**config.mk**
```make
export PLATFORM = sky130hd
export DESIGN_NAME = tp_adc_responder_flat
export DESIGN_NICKNAME = d
export VERILOG_FILES = /design/src/rtl/tp_adc_pkg.sv /design/src/rtl/tp_adc_responder_if.sv /design/src/rtl/tp_sync_edge.sv /design/src/rtl/tp_adc_responder.sv /design/src/flat_wrapper.sv
export SDC_FILE = /design/constraint.sdc
export NUM_CORES = 1
export LEC_CHECK = 0
export ABC_AREA = 1
export CORE_MARGIN = 2
export CORE_UTILIZATION = 42
export CTS_CLUSTER_DIAMETER = 120
export DETAILED_ROUTE_END_ITERATION = 6
export MAX_ROUTING_LAYER = met4
export SETUP_SLACK_MARGIN = 0.2
export SYNTH_ARGS = -nofsm -noshare
export SYNTH_HDL_FRONTEND = slang
export SYNTH_SLANG_ARGS = --single-unit
```
**constraint.sdc**
```tcl
create_clock -name Clock -period 2.4 [get_ports Clock]
set_input_delay 0.36 -clock Clock [delete_from_list [all_inputs] [get_ports Clock]]
set_output_delay 0.36 -clock Clock [all_outputs]
set_load 0.01 [all_outputs]
```
**src/rtl/tp_adc_pkg.sv**
```systemverilog
// ---------------------------------------------------------------------------
// tp_adc_pkg
// Shared types and constants for the touch-panel ADC responder model.
//   - tp_state_e : responder state machine encoding
//   - CB_*       : bit positions inside the 8-bit control byte
//   - DATA_LEN_* : conversion result lengths (12-bit and 8-bit mode)
// ---------------------------------------------------------------------------
package tp_adc_pkg;

    typedef enum logic [2:0] {
        IDLE      = 3'd0,
        HUNT      = 3'd1,
        CMD       = 3'd2,
        BUSY_WAIT = 3'd3,
        CONV      = 3'd4,
        DATA      = 3'd5
    } tp_state_e;

    // Control byte layout: S A2 A1 A0 MODE SER/DFR PD1 PD0
    localparam int CB_START = 7;
    localparam int CB_A_HI  = 6;
    localparam int CB_A_LO  = 4;
    localparam int CB_MODE  = 3;
    localparam int CB_SER   = 2;
    localparam int CB_PD_HI = 1;
    localparam int CB_PD_LO = 0;

    localparam logic [3:0] DATA_LEN_12 = 4'd12;
    localparam logic [3:0] DATA_LEN_8  = 4'd8;

    // MODE=1 selects the short 8-bit conversion.
    function automatic logic [3:0] data_len(input logic mode8);
        return mode8 ? DATA_LEN_8 : DATA_LEN_12;
    endfunction

endpackage

```
**src/rtl/tp_adc_responder_if.sv**
```systemverilog
// ---------------------------------------------------------------------------
// tp_adc_responder_if
// The four-wire SPI link plus BUSY and PENIRQ_N between the touch panel
// controller (master) and the ADC (slave).
//   TP_SCLK_I, TP_SS_N_I, TP_MOSI_I : driven by the master
//   TP_MISO_O, TP_BUSY_O, TP_PENIRQ_N_O : driven by the ADC
// Signal names keep the ADC-side pin names used across the LTM codebase.
// ---------------------------------------------------------------------------
interface tp_adc_responder_if;

    logic TP_SCLK_I;
    logic TP_SS_N_I;
    logic TP_MOSI_I;
    logic TP_MISO_O;
    logic TP_BUSY_O;
    logic TP_PENIRQ_N_O;

    modport master (
        output TP_SCLK_I, TP_SS_N_I, TP_MOSI_I,
        input  TP_MISO_O, TP_BUSY_O, TP_PENIRQ_N_O
    );

    modport slave (
        input  TP_SCLK_I, TP_SS_N_I, TP_MOSI_I,
        output TP_MISO_O, TP_BUSY_O, TP_PENIRQ_N_O
    );

endinterface

```
**src/rtl/tp_sync_edge.sv**
```systemverilog
// ---------------------------------------------------------------------------
// tp_sync_edge
// Synchronizes one asynchronous input into the Clock domain and derives
// single-cycle rise/fall strobes from the synchronized level.
//   Clock, Resetn : system clock, synchronous active-low reset
//   async_in      : asynchronous input
//   level         : synchronized level (SYNC_STAGES flops of latency)
//   rise / fall   : one-Clock pulses on synchronized transitions
// RESET_LEVEL sets the reset value of the chain; an idle-high input such as
// a chip select resets high so no phantom edge appears after reset.
// ---------------------------------------------------------------------------
module tp_sync_edge #(
    parameter int   SYNC_STAGES = 2,
    parameter logic RESET_LEVEL = 1'b0
) (
    input  logic Clock,
    input  logic Resetn,
    input  logic async_in,
    output logic level,
    output logic rise,
    output logic fall
);

    logic [SYNC_STAGES-1:0] sync_q;
    logic                   prev_q;

    // NOTE: state is updated with non-blocking assignments so every flop
    // samples the pre-edge value of its neighbour, giving a true shift chain.
    always_ff @(posedge Clock) begin
        if (!Resetn) begin
            sync_q <= {SYNC_STAGES{RESET_LEVEL}};
            prev_q <= RESET_LEVEL;
        end else begin
            sync_q <= (sync_q << 1) | SYNC_STAGES'(async_in);
            prev_q <= sync_q[SYNC_STAGES-1];
        end
    end

    assign level = sync_q[SYNC_STAGES-1];
    assign rise  = level & ~prev_q;
    assign fall  = ~level & prev_q;

endmodule

```
**src/rtl/tp_adc_responder.sv**
```systemverilog
// ---------------------------------------------------------------------------
// tp_adc_responder
// Behavioural ADS7843-style touch ADC that answers the LTM touch panel
// controller's SPI transactions, so the LTM top can be simulated without
// the physical panel.
//   Clock, Resetn  : system clock, synchronous active-low reset
//   Touch_I        : 1 = panel pressed
//   X_Value_I      : X coordinate reported for the X channel
//   Y_Value_I      : Y coordinate reported for the Y channel
//   tp (slave)     : SCLK/SS_N/MOSI in, MISO/BUSY/PENIRQ_N out
//   Cmd_Valid_O    : one-cycle pulse when a control byte is decoded
//   Cmd_O          : last decoded control byte
// All outputs are registered and react one Clock after an input strobe.
// ---------------------------------------------------------------------------
module tp_adc_responder
    import tp_adc_pkg::*;
#(
    parameter int         SYNC_STAGES = 2,
    parameter logic [2:0] X_CHANNEL   = 3'b101,
    parameter logic [2:0] Y_CHANNEL   = 3'b001
) (
    input  logic                Clock,
    input  logic                Resetn,
    input  logic                Touch_I,
    input  logic [11:0]         X_Value_I,
    input  logic [11:0]         Y_Value_I,
    tp_adc_responder_if.slave   tp,
    output logic                Cmd_Valid_O,
    output logic [7:0]          Cmd_O
);

    // ----------------------------------------------------------------- input conditioning
    logic sclk_level, sclk_rise, sclk_fall;
    logic ss_level, ss_rise_unused, ss_fall_unused;
    logic mosi_level, mosi_rise_unused, mosi_fall_unused;

    tp_sync_edge #(.SYNC_STAGES(SYNC_STAGES), .RESET_LEVEL(1'b0)) u_sclk_sync (
        .Clock(Clock), .Resetn(Resetn), .async_in(tp.TP_SCLK_I),
        .level(sclk_level), .rise(sclk_rise), .fall(sclk_fall)
    );

    // Chip select idles high; resetting the chain high keeps the responder
    // in IDLE while the real level propagates after reset.
    tp_sync_edge #(.SYNC_STAGES(SYNC_STAGES), .RESET_LEVEL(1'b1)) u_ss_sync (
        .Clock(Clock), .Resetn(Resetn), .async_in(tp.TP_SS_N_I),
        .level(ss_level), .rise(ss_rise_unused), .fall(ss_fall_unused)
    );

    tp_sync_edge #(.SYNC_STAGES(SYNC_STAGES), .RESET_LEVEL(1'b0)) u_mosi_sync (
        .Clock(Clock), .Resetn(Resetn), .async_in(tp.TP_MOSI_I),
        .level(mosi_level), .rise(mosi_rise_unused), .fall(mosi_fall_unused)
    );

    // ----------------------------------------------------------------- state
    tp_state_e   state_q, state_d;
    logic [7:0]  shift_q, shift_d;
    logic [3:0]  bit_cnt_q, bit_cnt_d;
    logic [3:0]  data_cnt_q, data_cnt_d;
    logic [11:0] snap_q, snap_d;
    logic        mode8_q, mode8_d;
    logic        miso_q, miso_d;
    logic        busy_q, busy_d;
    logic        penirq_n_q, penirq_n_d;
    logic        pen_en_q, pen_en_d;
    logic [7:0]  cmd_q, cmd_d;
    logic        cmd_valid_q, cmd_valid_d;
    logic [7:0]  byte_v;
    logic        pen_active;

    always_ff @(posedge Clock) begin
        if (!Resetn) begin
            state_q     <= IDLE;
            shift_q     <= '0;
            bit_cnt_q   <= '0;
            data_cnt_q  <= '0;
            snap_q      <= '0;
            mode8_q     <= 1'b0;
            miso_q      <= 1'b0;
            busy_q      <= 1'b0;
            penirq_n_q  <= 1'b1;
            pen_en_q    <= 1'b1;
            cmd_q       <= 8'h00;
            cmd_valid_q <= 1'b0;
        end else begin
            state_q     <= state_d;
            shift_q     <= shift_d;
            bit_cnt_q   <= bit_cnt_d;
            data_cnt_q  <= data_cnt_d;
            snap_q      <= snap_d;
            mode8_q     <= mode8_d;
            miso_q      <= miso_d;
            busy_q      <= busy_d;
            penirq_n_q  <= penirq_n_d;
            pen_en_q    <= pen_en_d;
            cmd_q       <= cmd_d;
            cmd_valid_q <= cmd_valid_d;
        end
    end

    // The pen interrupt is masked for the whole conversion, as on the real part.
    assign pen_active = pen_en_q && !(state_q inside {BUSY_WAIT, CONV, DATA});

    always_comb begin
        // NOTE: every variable gets its default first, so no branch can leave
        // one unassigned and infer a latch.
        state_d     = state_q;
        shift_d     = shift_q;
        bit_cnt_d   = bit_cnt_q;
        data_cnt_d  = data_cnt_q;
        snap_d      = snap_q;
        mode8_d     = mode8_q;
        miso_d      = miso_q;
        busy_d      = busy_q;
        pen_en_d    = pen_en_q;
        cmd_d       = cmd_q;
        cmd_valid_d = 1'b0;
        penirq_n_d  = ~(Touch_I & pen_active);

        // Partial byte with the current MOSI bit placed at its MSB-first slot.
        byte_v = shift_q;
        byte_v[3'(4'd7 - bit_cnt_q)] = mosi_level;

        if (ss_level) begin
            // Deselect aborts from any state and beats a coincident SCLK edge.
            state_d    = IDLE;
            miso_d     = 1'b0;
            busy_d     = 1'b0;
            shift_d    = '0;
            bit_cnt_d  = '0;
            data_cnt_d = '0;
        end else begin
            unique case (state_q)
                IDLE: begin
                    miso_d  = 1'b0;
                    busy_d  = 1'b0;
                    state_d = HUNT;
                end
                HUNT: begin
                    // Leading zeros before the start bit are ignored.
                    if (sclk_rise && mosi_level) begin
                        shift_d           = '0;
                        shift_d[CB_START] = 1'b1;
                        bit_cnt_d         = 4'd1;
                        state_d           = CMD;
                    end
                end
                CMD: begin
                    if (sclk_rise) begin
                        if (bit_cnt_q == 4'd7) begin
                            cmd_d       = byte_v;
                            cmd_valid_d = 1'b1;
                            mode8_d     = byte_v[CB_MODE];
                            pen_en_d    = (byte_v[CB_PD_HI:CB_PD_LO] == 2'b00);
                            if (byte_v[CB_A_HI:CB_A_LO] == X_CHANNEL)
                                snap_d = X_Value_I;
                            else if (byte_v[CB_A_HI:CB_A_LO] == Y_CHANNEL)
                                snap_d = Y_Value_I;
                            else
                                snap_d = 12'h000;
                            shift_d   = '0;
                            bit_cnt_d = '0;
                            state_d   = BUSY_WAIT;
                        end else begin
                            shift_d   = byte_v;
                            bit_cnt_d = bit_cnt_q + 4'd1;
                        end
                    end
                end
                BUSY_WAIT: begin
                    if (sclk_fall) begin
                        busy_d  = 1'b1;
                        state_d = CONV;
                    end
                end
                CONV: begin
                    if (sclk_fall) begin
                        busy_d     = 1'b0;
                        miso_d     = snap_q[11];
                        data_cnt_d = 4'd1;
                        state_d    = DATA;
                    end
                end
                DATA: begin
                    if (sclk_fall) begin
                        if (data_cnt_q == data_len(mode8_q)) begin
                            miso_d     = 1'b0;
                            data_cnt_d = '0;
                            state_d    = HUNT;
                        end else begin
                            // 8-bit mode stops early, so it sends snap[11:4].
                            miso_d     = snap_q[4'd11 - data_cnt_q];
                            data_cnt_d = data_cnt_q + 4'd1;
                        end
                    end
                end
                default: state_d = IDLE;
            endcase
        end
    end

    assign tp.TP_MISO_O     = miso_q;
    assign tp.TP_BUSY_O     = busy_q;
    assign tp.TP_PENIRQ_N_O = penirq_n_q;
    assign Cmd_Valid_O      = cmd_valid_q;
    assign Cmd_O            = cmd_q;

endmodule

```
**src/flat_wrapper.sv**
```systemverilog
// flat-port wrapper written by rule: the top's interface ports become plain ports
module tp_adc_responder_flat import tp_adc_pkg::*;
#(
    parameter int         SYNC_STAGES = 2,
    parameter logic [2:0] X_CHANNEL   = 3'b101,
    parameter logic [2:0] Y_CHANNEL   = 3'b001
)
  (Clock, Resetn, Touch_I, X_Value_I, Y_Value_I, Cmd_Valid_O, Cmd_O, tp_TP_SCLK_I, tp_TP_SS_N_I, tp_TP_MOSI_I, tp_TP_MISO_O, tp_TP_BUSY_O, tp_TP_PENIRQ_N_O);
  tp_adc_responder_if tp_i ();
  input  logic Clock;
  input  logic Resetn;
  input  logic Touch_I;
  input  logic [11:0] X_Value_I;
  input  logic [11:0] Y_Value_I;
  output logic Cmd_Valid_O;
  output logic [7:0] Cmd_O;
  input wire logic [$bits(tp_i.TP_SCLK_I)-1:0] tp_TP_SCLK_I;
  input wire logic [$bits(tp_i.TP_SS_N_I)-1:0] tp_TP_SS_N_I;
  input wire logic [$bits(tp_i.TP_MOSI_I)-1:0] tp_TP_MOSI_I;
  output wire logic [$bits(tp_i.TP_MISO_O)-1:0] tp_TP_MISO_O;
  output wire logic [$bits(tp_i.TP_BUSY_O)-1:0] tp_TP_BUSY_O;
  output wire logic [$bits(tp_i.TP_PENIRQ_N_O)-1:0] tp_TP_PENIRQ_N_O;
  assign tp_i.TP_SCLK_I = tp_TP_SCLK_I;
  assign tp_i.TP_SS_N_I = tp_TP_SS_N_I;
  assign tp_i.TP_MOSI_I = tp_TP_MOSI_I;
  assign tp_TP_MISO_O = tp_i.TP_MISO_O;
  assign tp_TP_BUSY_O = tp_i.TP_BUSY_O;
  assign tp_TP_PENIRQ_N_O = tp_i.TP_PENIRQ_N_O;
  tp_adc_responder #(.SYNC_STAGES(SYNC_STAGES), .X_CHANNEL(X_CHANNEL), .Y_CHANNEL(Y_CHANNEL)) u_core (.Clock(Clock), .Resetn(Resetn), .Touch_I(Touch_I), .X_Value_I(X_Value_I), .Y_Value_I(Y_Value_I), .tp(tp_i), .Cmd_Valid_O(Cmd_Valid_O), .Cmd_O(Cmd_O));
endmodule
```
==> reports/metrics.yaml, run 1 <==
outcome: "finished, final reports clean"
netlist_instances: 391
comb_power_share_pct: 6.2
hpwl_microns: 4620
start_util_pct: 44.1
core_sq_mm: 0.00603
antenna_left: 0
path_max_fanout: 25
grt-ovfl-total: 0
worstPathRequired_ns: 2.61
critPathMaxStageDelay_ns: 0.56
die_x_microns: 83.5
critPathTopFamily: "simple AND/OR/NAND/NOR gates"
use_met1_pct: 27.2
ys_dominant_reg_cell: "dfxtp_1"
drt_iter0_markers: 138
worstMarginPinSlew_ns: 0.481
hp-class: "reg -> reg"
hold_buffers: 0
clock_path_buffers: 2
routed_wl_microns: 6360
maxSlewHeadroom_pct: 67.9
worst_path_most_repeated_cell: "nand2_1"
groute.layer.met3.usage_pct: 3.66
io_pins: 42
hold_viol_final: 0
nets: 457
fin_worst_skew_ns: 0.00876
seq_area_frac_synth_pct: 38.5
leakagePower_uw: 0.00130
drive_gt1_share_pct: 7.53
gp_congestion: 0.842
rsz0062_at_grt: "false"
crit_slowest_cell: "dfxtp_1"
netlist-cell-type-count: 29
cts_tree: "yes"
final_common_cell: "nand2_1"
die_y_microns: 83.5
clk_latency_ns: 0.31
grt_pass1_vias: 2269
die_area_sq_mm: 0.00697
path_cells: "ha_1, nand2_1, nor2_2, nand4_1, inv_2, nand3_1, nand2_1, inv_1"
post_cts_buffers: 0
grt_start_max_net_pins: 26
clk_pin_slew_ns: 0.10
crit_type: "reg -> reg"
p_seq_share_pct: 54.5
grt_pass1_wl_microns: 10800
syn-cell-area_sq_mm: 0.00266
period_needed_ns: 1.95
via_per_inst: 5.05
cp.buffers_inverters: 2
synth_fp_nets: 424
antennaDiodeCount: 0
synth.yosys.warnings: 0
cts.sinks: 51
setup_viol: 0
wl_per_cell_microns: 12.7
numCtsBuffers: 5
setup_slack_ns: 0.445
power.density_mw_per_mm2: 495
end_kind: "register"
antenna_found_initial: 0
ys_async_sr_fraction_pct: 0
final_area_sq_mm: 0.00318
synth-edff-count: 0
place_area_sq_mm: 0.00306
placementRows: 28
globalRouteTotalUtil_pct: 19.3
top_usage_layer: "met2"
grtUsageMet2_pct: 28.7
place_ws_ns: 0.454
cp-start-kind: "register"
htreeDepth: 2
switching_share_pct: 22.0
ir_worst_vdd_v: 0.000226
root_buffer: "clkbuf_8"
post_cts_resized: 0
final_cell_mix: "77 x nand2_1, 52 x nor2_1, 51 x dfxtp_1, 47 x inv_1, 41 x clkdlybuf4s50_1"
area_growth_syn_to_layout_pct: 19.8
fin_crit_sh_pct: 81.4
p_total_uw: 1570
port_buffers: 41
max_cap_viol_count: 0
ys_seq_elements: 51
syn_area_per_cell_sq_um: 6.79
slew_violations: 0
timing.hold.ws_ns: 0.420
crit_arrival_ns: 2.17
p_sw_uw: 347
drc: 0
first_pass_iters: 4
finalSetupTns_ns: 0
max_freq_mhz: 512
via_count: 2525
p_clk_share_pct: 39.3
p_int_uw: 1230
## through the flow
stage	utilization [%]	instances
finish	52.8	500
detailed placement	50.9	492
CTS	52.8	500
global route	52.8	500
floorplan	-	391
global placement	50.9	492
## path summary, 6_finish.rpt
path	end	slack, ns	from	depth (start not counted)
max reg2reg	u_core.snap_q[0]$_SDFFE_PN0P_	0.45	u_core.bit_cnt_q[1]$_SDFFE_PP0P_	8
max	u_core.snap_q[0]$_SDFFE_PN0P_	0.45	u_core.bit_cnt_q[1]$_SDFFE_PP0P_	8
min reg2reg	u_core.u_mosi_sync.sync_q[1]$_SDFF_PN0_	0.42	u_core.u_mosi_sync.sync_q[0]$_SDFF_PN0_	2
min	u_core.u_mosi_sync.sync_q[1]$_SDFF_PN0_	0.42	u_core.u_mosi_sync.sync_q[0]$_SDFF_PN0_	2
## worst reg2reg max path, stage by stage (launching register included)
cell     delay, ns
dfxtp_1       0.56
ha_1          0.29
nand2_1       0.08
nor2_2        0.13
nand4_1       0.15
inv_2         0.36
nand3_1       0.17
nand2_1       0.08
inv_1         0.03
## layout make-up
type / count / area (sq um)
fillers: 622 / 2850
multi-input cells: 268 / 1310
flip-flops and latches: 51 / 1020
repair buffers: 45 / 440
inverters: 53 / 199
well taps: 75 / 93.8
clock buffers: 5 / 68.8
clock inverters: 3 / 47.5
## power groups by stage
stage               Sequential [uW]  Clock [uW]  Combinational [uW]
finish                          857         619                97.1
global route                    859         678                 107
CTS                             857         641                98.2
detailed placement              877           0                98.0
global placement                877           0                97.2
floorplan                       876           0                36.1
## cells in the mapped netlist (4+ instances only)
| cell | number | area, sq um |
|---|---|---|
| nand2_1 | 77 | 289 |
| nor2_1 | 52 | 195 |
| dfxtp_1 | 51 | 1020 |
| inv_1 | 47 | 176 |
| nand3_1 | 34 | 170 |
| nand4_1 | 32 | 200 |
| o21ai_0 | 24 | 120 |
| a21oi_1 | 20 | 100 |
| buf_4 | 8 | 60.1 |
| buf_2 | 7 | 35.0 |
| inv_2 | 5 | 18.8 |
| or2_2 | 4 | 25.0 |
## per-layer routing
layer / vias up / share of wire [%]
li1: 1338 / -
met1: 1115 / 51
met2: 66 / 42
met3: 6 / 6.3
met4: 0 / 0.98
met5: - / 0
## cells by family (layout without fill, tap and decap cells)
kind of cell / after synthesis / in the layout / synth area share (%)
XOR/XNOR: 2 / 2 / 0.660
buffers and inverters: 72 / 106 / 12.2
flip-flops: 51 / 51 / 38.5
AND/OR/NAND/NOR: 214 / 214 / 37.6
AO/OA/AOI/OAI: 49 / 49 / 9.66
adder cells (fa/ha/maj): 3 / 3 / 1.41
## flip-flops by register name, indices dropped and copies added, names as in the netlist, 2 cells and up
signal,cells
u_core.Cmd_O,8
u_core.bit_cnt_q,4
u_core.data_cnt_q,4
u_core.shift_q,8
u_core.snap_q,12
u_core.state_q,3
u_core.u_mosi_sync.sync_q,2
u_core.u_sclk_sync.sync_q,2
u_core.u_ss_sync.sync_q,2
Power figures use the tool's default switching activity.
==> inputs of run 2 (changes only) <==
- clock period: 2.4 -> 1.9 ns (I/O delays scaled with it)
==> run 2 against run 1 <==
Effect of this change: via count increased by 2.1%; die area unchanged; critical endpoint is now Cmd_O[3]; flip-flop and latch count stayed put; register-to-register slack worse by 0.095 ns; routed wire length up 6.2%.
==> reports/metrics.yaml, run 2 (same netlist as run 1, synthesis figures left out) <==
p_clk_share_pct: 36.0  # was 39.3%
rr_worst_depth: 6  # was 8
port_buffers: 41  # unchanged
max_freq_mhz: 637
cts_tree: "yes"  # unchanged
multi_input_area_sq_mm: 0.00135  # was 0.00131 sq mm
via_count: 2579  # was 2,525
leakagePower_uw: 0.00136  # was 0.00130 uW
drt_iter0_markers: 132  # was 138
gp_congestion: 0.871  # was 0.842
grtUsageMet2_pct: 30.3  # was 28.7%
critPathTopFamily: "buffers and inverters"  # was simple AND/OR/NAND/NOR gates
hp-class: "reg -> reg"  # unchanged
final_common_cell: "nand2_1"  # unchanged
die_x_microns: 83.5  # unchanged
regArea_sq_mm: 0.00103  # was 0.00102 sq mm
numCtsBuffers: 5  # unchanged
p_total_uw: 1890  # was 1570 uW
antenna_left: 0  # unchanged
critPathMaxStageDelay_ns: 0.56  # about the same
grt_start_max_net_pins: 26  # unchanged
timing.hold.ws_ns: 0.422  # was 0.420 ns
crit_start: "u_core.Cmd_O[3]$_SDFFE_PN0P_"  # was u_core.bit_cnt_q[1]$_SDFFE_PP0P_
finalSetupTns_ns: 0  # unchanged
htreeDepth: 2  # unchanged
final_util_pct: 55.3  # was 52.8%
die_y_microns: 83.5  # unchanged
max_cap_viol_count: 0  # unchanged
wl_per_cell_microns: 13.2  # was 12.7 microns
p_int_uw: 1430  # was 1230 uW
clk_pin_slew_ns: 0.10  # about the same
power.density_mw_per_mm2: 567  # was 495 mW/mm^2
reg2reg_slack_ns: 0.35  # was 0.45 ns
core_sq_mm: 0.00603  # unchanged
final_cell_mix: "75 x nand2_1, 52 x nor2_1, 47 x dfxtp_1, 45 x inv_1, 41 x clkdlybuf4s50_1"  # was 77 x nand2_1, 52 x nor2_1, 51 x dfxtp_1, 47 x inv_1, 41 x clkdlybuf4s50_1
grt_pass1_wl_microns: 11500  # was 10,800 microns
clock_path_buffers: 2  # unchanged
hold_viol_final: 0  # unchanged
fin_crit_sh_pct: 82.7
comb_power_share_pct: 6.7  # was 6.2%
antennaDiodeCount: 0  # unchanged
timing.rr.start: "u_core.state_q[0]$_SDFFE_PP0P_"  # was u_core.bit_cnt_q[1]$_SDFFE_PP0P_
top_usage_layer: "met2"  # unchanged
root_buffer: "clkbuf_8"  # unchanged
crit_arrival_ns: 1.29  # was 2.17 ns
ir_worst_vdd_v: 0.000309  # was 0.000226 V
p_seq_share_pct: 57.4  # was 54.5%
cp-start-kind: "register"  # unchanged
cts.sinks: 51  # unchanged
via_per_inst: 5.03  # was 5.05
hold_start: "u_core.u_sclk_sync.sync_q[0]$_SDFF_PN0_"  # was u_core.u_mosi_sync.sync_q[0]$_SDFF_PN0_
hpwl_microns: 4900  # was 4620 microns
drive_gt1_share_pct: 12.8  # was 7.53%
drc: 0  # unchanged
path_max_fanout: 4  # was 25
r2r-end: "u_core.shift_q[7]$_SDFFE_PP0P_"  # was u_core.snap_q[0]$_SDFFE_PN0P_
fillCellCount: 608  # was 622
period_needed_ns: 1.57
cp.depth: 1  # was 8
path_cells: "clkdlybuf4s50_1"  # was ha_1, nand2_1, nor2_2, nand4_1, inv_2, nand3_1, nand2_1, inv_1
routed_wl_microns: 6750  # was 6360 microns
grt_pass1_vias: 2436  # was 2,269
crit_slowest_cell: "clkdlybuf4s50_1"  # was dfxtp_1
final_cells: 513  # was 500
p_sw_uw: 462  # was 347 uW
first_pass_iters: 5  # was 4
maxSlewHeadroom_pct: 73.8  # was 67.9%
critPathCapture: "Cmd_O[3]"  # was u_core.snap_q[0]$_SDFFE_PN0P_
top_register: "u_core.snap_q"  # unchanged
die_area_sq_mm: 0.00697  # unchanged
area_growth_syn_to_layout_pct: 25.5  # was 19.8%
dp_cells: 501  # was 492
rsz0062_at_grt: "true"  # was false
grt-ovfl-total: 0  # unchanged
crit_type: "reg -> out"  # was reg -> reg
start_util_pct: 44.1  # unchanged
cp.buffers_inverters: 1  # was 2
outcome: "finished, final reports clean"  # unchanged
slew_violations: 0  # unchanged
fin_worst_skew_ns: 0.0125  # was 0.00876 ns
clk_latency_ns: 0.31  # about the same
nets: 470  # was 457
worstMarginPinSlew_ns: 0.392  # was 0.481 ns
groute.layer.met3.usage_pct: 3.76  # was 3.66%
setup_viol: 0  # unchanged
largest_reg_flops: 12  # unchanged
use_met1_pct: 28.9  # was 27.2%
switching_share_pct: 24.5  # was 22.0%
globalRouteTotalUtil_pct: 20.3  # was 19.3%
antenna_found_initial: 0  # unchanged
worstPathRequired_ns: 1.62  # was 2.61 ns
end_kind: "output port"  # was register
io_pins: 42  # unchanged
placementRows: 28  # unchanged
## run 2: layout make-up
cell class | count | area share (%)
Sequential cell | 51 | 30.8
Tap cell | 75 | 2.82
Inverter | 53 | 6.16
Clock inverter | 3 | 0.788
Clock buffer | 5 | 2.06
Timing Repair Buffer | 58 | 16.9
Multi-Input combinational cell | 268 | 40.5
## run 2: worst reg2reg max path: cells and delay by family (launching register included)
kind	cells	cell delay, ns
simple gates	3	0.48
flops	1	0.47
buf+inv	2	0.33
compound gates	1	0.17
## run 2: worst min path at each step
stage	to	slack, ns	cells past startpoint
3_3_place_gp	u_core.u_ss_sync.sync_q[1]$_SDFF_PN1_	0.39	1
3_5_place_dp	u_core.u_sclk_sync.sync_q[1]$_SDFF_PN0_	0.40	2
4_1_cts	u_core.u_sclk_sync.sync_q[1]$_SDFF_PN0_	0.42	2
6_report	u_core.u_sclk_sync.sync_q[1]$_SDFF_PN0_	0.42	2
2_1_floorplan	u_core.tp.TP_PENIRQ_N_O$_SDFF_PN1_	0.38	1
5_1_grt	u_core.u_sclk_sync.sync_q[1]$_SDFF_PN0_	0.44	2
## run 2: power groups by stage
stage,clock network [uW],logic (uW),registers [uW]
after detailed placement,0,125,1110
after global routing,745,139,1080
after CTS,703,126,1080
after floorplan,0,45.6,1110
after global placement,0,125,1110
final,679,126,1080
## run 2: what timing repair did
action | in CTS | in global routing
hold buffers | 0 | 0
setup buffers | 2 | 2
setup endpoints to repair | 8 | 37
pin swaps | 0 | 4
gates resized for setup | 1 | 14
endpoints found under the hold margin | 0 | 0
## run 2: layer usage
metal | vias to the layer above | routed length, microns
met5 | - | 0
met4 | 0 | 45
met3 | 4 | 286
met2 | 69 | 2880
met1 | 1142 | 3530
li1 | 1364 | -
## run 2: through the flow
step | setup WS, ns | cell area (sq um)
2_1_floorplan | 0.431 | 2660
4_1_cts | 0.208 | 3260
6_report | 0.329 | 3330
3_5_place_dp | 0.0613 | 3140
5_1_grt | 0.172 | 3330
3_3_place_gp | 0.117 | 3140
==> inputs of run 3 (changes only) <==
- clock period: 1.9 -> 1.53 ns (I/O delays scaled with it)
==> run 3 against run 2 <==
Effect of this change: total power up 35%; cell count is 8.4% higher; global-route usage up 2.9 points; sequential share of layout area shrank 5.5 points; via count increased by 11%; non-clock buffer count rose by 43; first-iteration DRC count fell by 11%; setup slack got worse by 0.33 ns; core utilization increased by 13 points; clock power rose by 49%; critical path depth increased by 9; critical path type is now reg -> reg; largest power group unchanged.
==> reports/metrics.yaml, run 3 (same netlist as run 1, synthesis figures left out) <==
worst_path_most_repeated_cell: "buf_6"
reg2reg_slack_ns: 0.004  # was 0.35 ns
power.density_mw_per_mm2: 615  # was 567 mW/mm^2
drt_iter0_markers: 118  # was 132
outcome: "finished, final reports clean"  # unchanged
first_pass_iters: 4  # was 5
via_per_inst: 5.13  # was 5.03
wl_per_cell_microns: 14.4  # was 13.2 microns
top_register: "u_core.snap_q"  # unchanged
drive_gt1_share_pct: 33.7  # was 12.8%
hpwl_microns: 5090  # was 4900 microns
hold_viol_final: 0  # unchanged
period_needed_ns: 1.53
leakagePower_uw: 0.00177  # was 0.00136 uW
fillCellCount: 499  # was 608
die_y_microns: 83.5  # unchanged
crit_arrival_ns: 1.79  # was 1.29 ns
setup_viol: 0  # unchanged
root_buffer: "clkbuf_8"  # unchanged
end_kind: "register"  # was output port
p_total_uw: 2540  # was 1890 uW
hold_start: "u_core.u_ss_sync.sync_q[0]$_SDFF_PN1_"  # was u_core.u_sclk_sync.sync_q[0]$_SDFF_PN0_
antenna_left: 0  # unchanged
start_util_pct: 44.1  # unchanged
holdPathStages: 1  # was 2
slew_violations: 0  # unchanged
use_met1_pct: 31.3  # was 28.9%
fin_crit_sh_pct: 99.7
critPathMaxStageDelay_ns: 0.37  # was 0.56 ns
clk_latency_ns: 0.31  # about the same
gp_congestion: 0.855  # was 0.871
cts.sinks: 51  # unchanged
clock_path_buffers: 2  # unchanged
groute.layer.met3.usage_pct: 4.06  # was 3.76%
hold-path-endpoint: "u_core.u_ss_sync.sync_q[1]$_SDFF_PN1_"  # was u_core.u_sclk_sync.sync_q[1]$_SDFF_PN0_
rsz0062_at_grt: "true"  # unchanged
max_freq_mhz: 655
htreeDepth: 2  # unchanged
via_count: 2851  # was 2,579
globalRouteTotalUtil_pct: 23.2  # was 20.3%
critPathTopFamily: "buffers and inverters"  # unchanged
numCtsBuffers: 5  # unchanged
grt_pass1_vias: 2650  # was 2,436
place_area_sq_mm: 0.00341  # was 0.00314 sq mm
maxSlewHeadroom_pct: 75.6  # was 73.8%
die_area_sq_mm: 0.00697  # unchanged
path_cells: "buf_6, inv_6, nand3_4, inv_2, nand4_1, buf_4, buf_6, a21oi_1, nand2_1, inv_1"  # was clkdlybuf4s50_1
crit_type: "reg -> reg"  # was reg -> out
grtUsageMet2_pct: 36.2  # was 30.3%
timing.hold.ws_ns: 0.421  # was 0.422 ns
path_max_fanout: 6  # was 4
ir_worst_vdd_v: 0.000472  # was 0.000309 V
fin_worst_skew_ns: 0.00453  # was 0.0125 ns
worstMarginPinSlew_ns: 0.363  # was 0.392 ns
io_pins: 42  # unchanged
final_cell_mix: "64 x nand2_1, 42 x inv_1, 42 x dfxtp_1, 33 x nor2_1, 33 x buf_4"  # was 75 x nand2_1, 52 x nor2_1, 47 x dfxtp_1, 45 x inv_1, 41 x clkdlybuf4s50_1
core_sq_mm: 0.00603  # unchanged
crit_slowest_cell: "dfxtp_4"  # was clkdlybuf4s50_1
final_area_sq_mm: 0.00413  # was 0.00333 sq mm
antenna_found_initial: 0  # unchanged
largest_reg_flops: 12  # unchanged
die_x_microns: 83.5  # unchanged
timing.rr.start: "u_core.state_q[0]$_SDFFE_PP0P_"  # unchanged
rr_worst_depth: 10  # was 6
drc: 0  # unchanged
cp.buffers_inverters: 6  # was 1
area_growth_syn_to_layout_pct: 55.6  # was 25.5%
port_buffers: 41  # unchanged
top_usage_layer: "met2"  # unchanged
nets: 513  # was 470
hold_buffers: 0  # unchanged
max_cap_viol_count: 0  # unchanged
cts_tree: "yes"  # unchanged
clk_pin_slew_ns: 0.10  # about the same
final_common_cell: "nand2_1"  # unchanged
hp-class: "reg -> reg"  # unchanged
grt_pass1_wl_microns: 12800  # was 11,500 microns
r2r-end: "u_core.snap_q[2]$_SDFFE_PN0P_"  # was u_core.shift_q[7]$_SDFFE_PP0P_
placementRows: 28  # unchanged
cp-start-kind: "register"  # unchanged
grt-ovfl-total: 0  # unchanged
grt_start_max_net_pins: 26  # unchanged
worstPathRequired_ns: 1.79  # was 1.62 ns
antennaDiodeCount: 0  # unchanged
final_util_pct: 68.5  # was 55.3%
routed_wl_microns: 8020  # was 6750 microns
==> run 3: cell count changes in the layout (fill, tap and decap cells not counted), sizes merged <==
cell | previous run | this run
buf | 17 | 59
bufinv | 0 | 1
clkbuf | 5 | 7
clkdlybuf4s50 | 41 | 29
clkinv | 1 | 2
clkinvlp | 1 | 0
dlygate4sd2 | 0 | 12
inv | 54 | 52
==> run 3: final cells by class <==
cell class                      instances  area, sq um  area share [%]
Multi-Input combinational cell        268         1610            39.1
Inverter                               53          214            5.18
Clock inverter                          2         35.0           0.848
Sequential cell                        51         1040            25.3
Clock buffer                            6         82.6            2.00
Timing Repair Buffer                  101         1050            25.3
Tap cell                               75         93.8            2.27
==> run 3: how the worst max path moves through the flow <==
| stage | start | cells after the start | slack, ns | to |
|---|---|---|---|---|
| 2_1_floorplan | u_core.data_cnt_q[0]$_SDFFE_PP0P_ | 12 | 0.16 | u_core.state_q[0]$_SDFFE_PP0P_ |
| 3_3_place_gp | Resetn | 5 | -0.05 | u_core.data_cnt_q[0]$_SDFFE_PP0P_ |
| 3_5_place_dp | Resetn | 5 | -0.05 | u_core.data_cnt_q[0]$_SDFFE_PP0P_ |
| 4_1_cts | u_core.bit_cnt_q[0]$_SDFFE_PP0P_ | 9 | 0.08 | u_core.snap_q[9]$_SDFFE_PN0P_ |
| 5_1_grt | u_core.u_sclk_sync.prev_q$_SDFF_PN0_ | 10 | -0.08 | u_core.snap_q[4]$_SDFFE_PN0P_ |
| 6_report | u_core.state_q[0]$_SDFFE_PP0P_ | 10 | 0.004 | u_core.snap_q[2]$_SDFFE_PN0P_ |
==> run 3: report_power, final <==
part	total, uW	switching [uW]	leakage (uW)	internal (uW)
combinational	201	85.8	0.00129	116
clock	1010	475	0.0000612	530
sequential	1330	5.58	0.000419	1330
==> run 3: what timing repair did <==
action	CTS	global route
buffers inserted	13	5
resized for setup	77	71
pin swaps	14	24
gates cloned	3	1
endpoints found under the setup margin	50	42
==> run 3: through the flow <==
| stage | TNS [ns] | setup slack [ns] | cells |
|---|---|---|---|
| global placement | -0.0658 | -0.0496 | 526 |
| detailed placement | -0.197 | -0.0516 | 526 |
| floorplan | 0 | 0.157 | 391 |
| CTS | 0 | 0.0780 | 550 |
| finish | 0 | 0.00421 | 556 |
| global route | -0.893 | -0.0821 | 556 |
==> run 3: routing by layer <==
layer	share of wire (%)	up-vias	wire [microns]
li1	-	1456	-
met3	4.8	10	382
met1	46	1319	3660
met2	48	66	3880
met5	0	-	0
met4	1.3	0	102
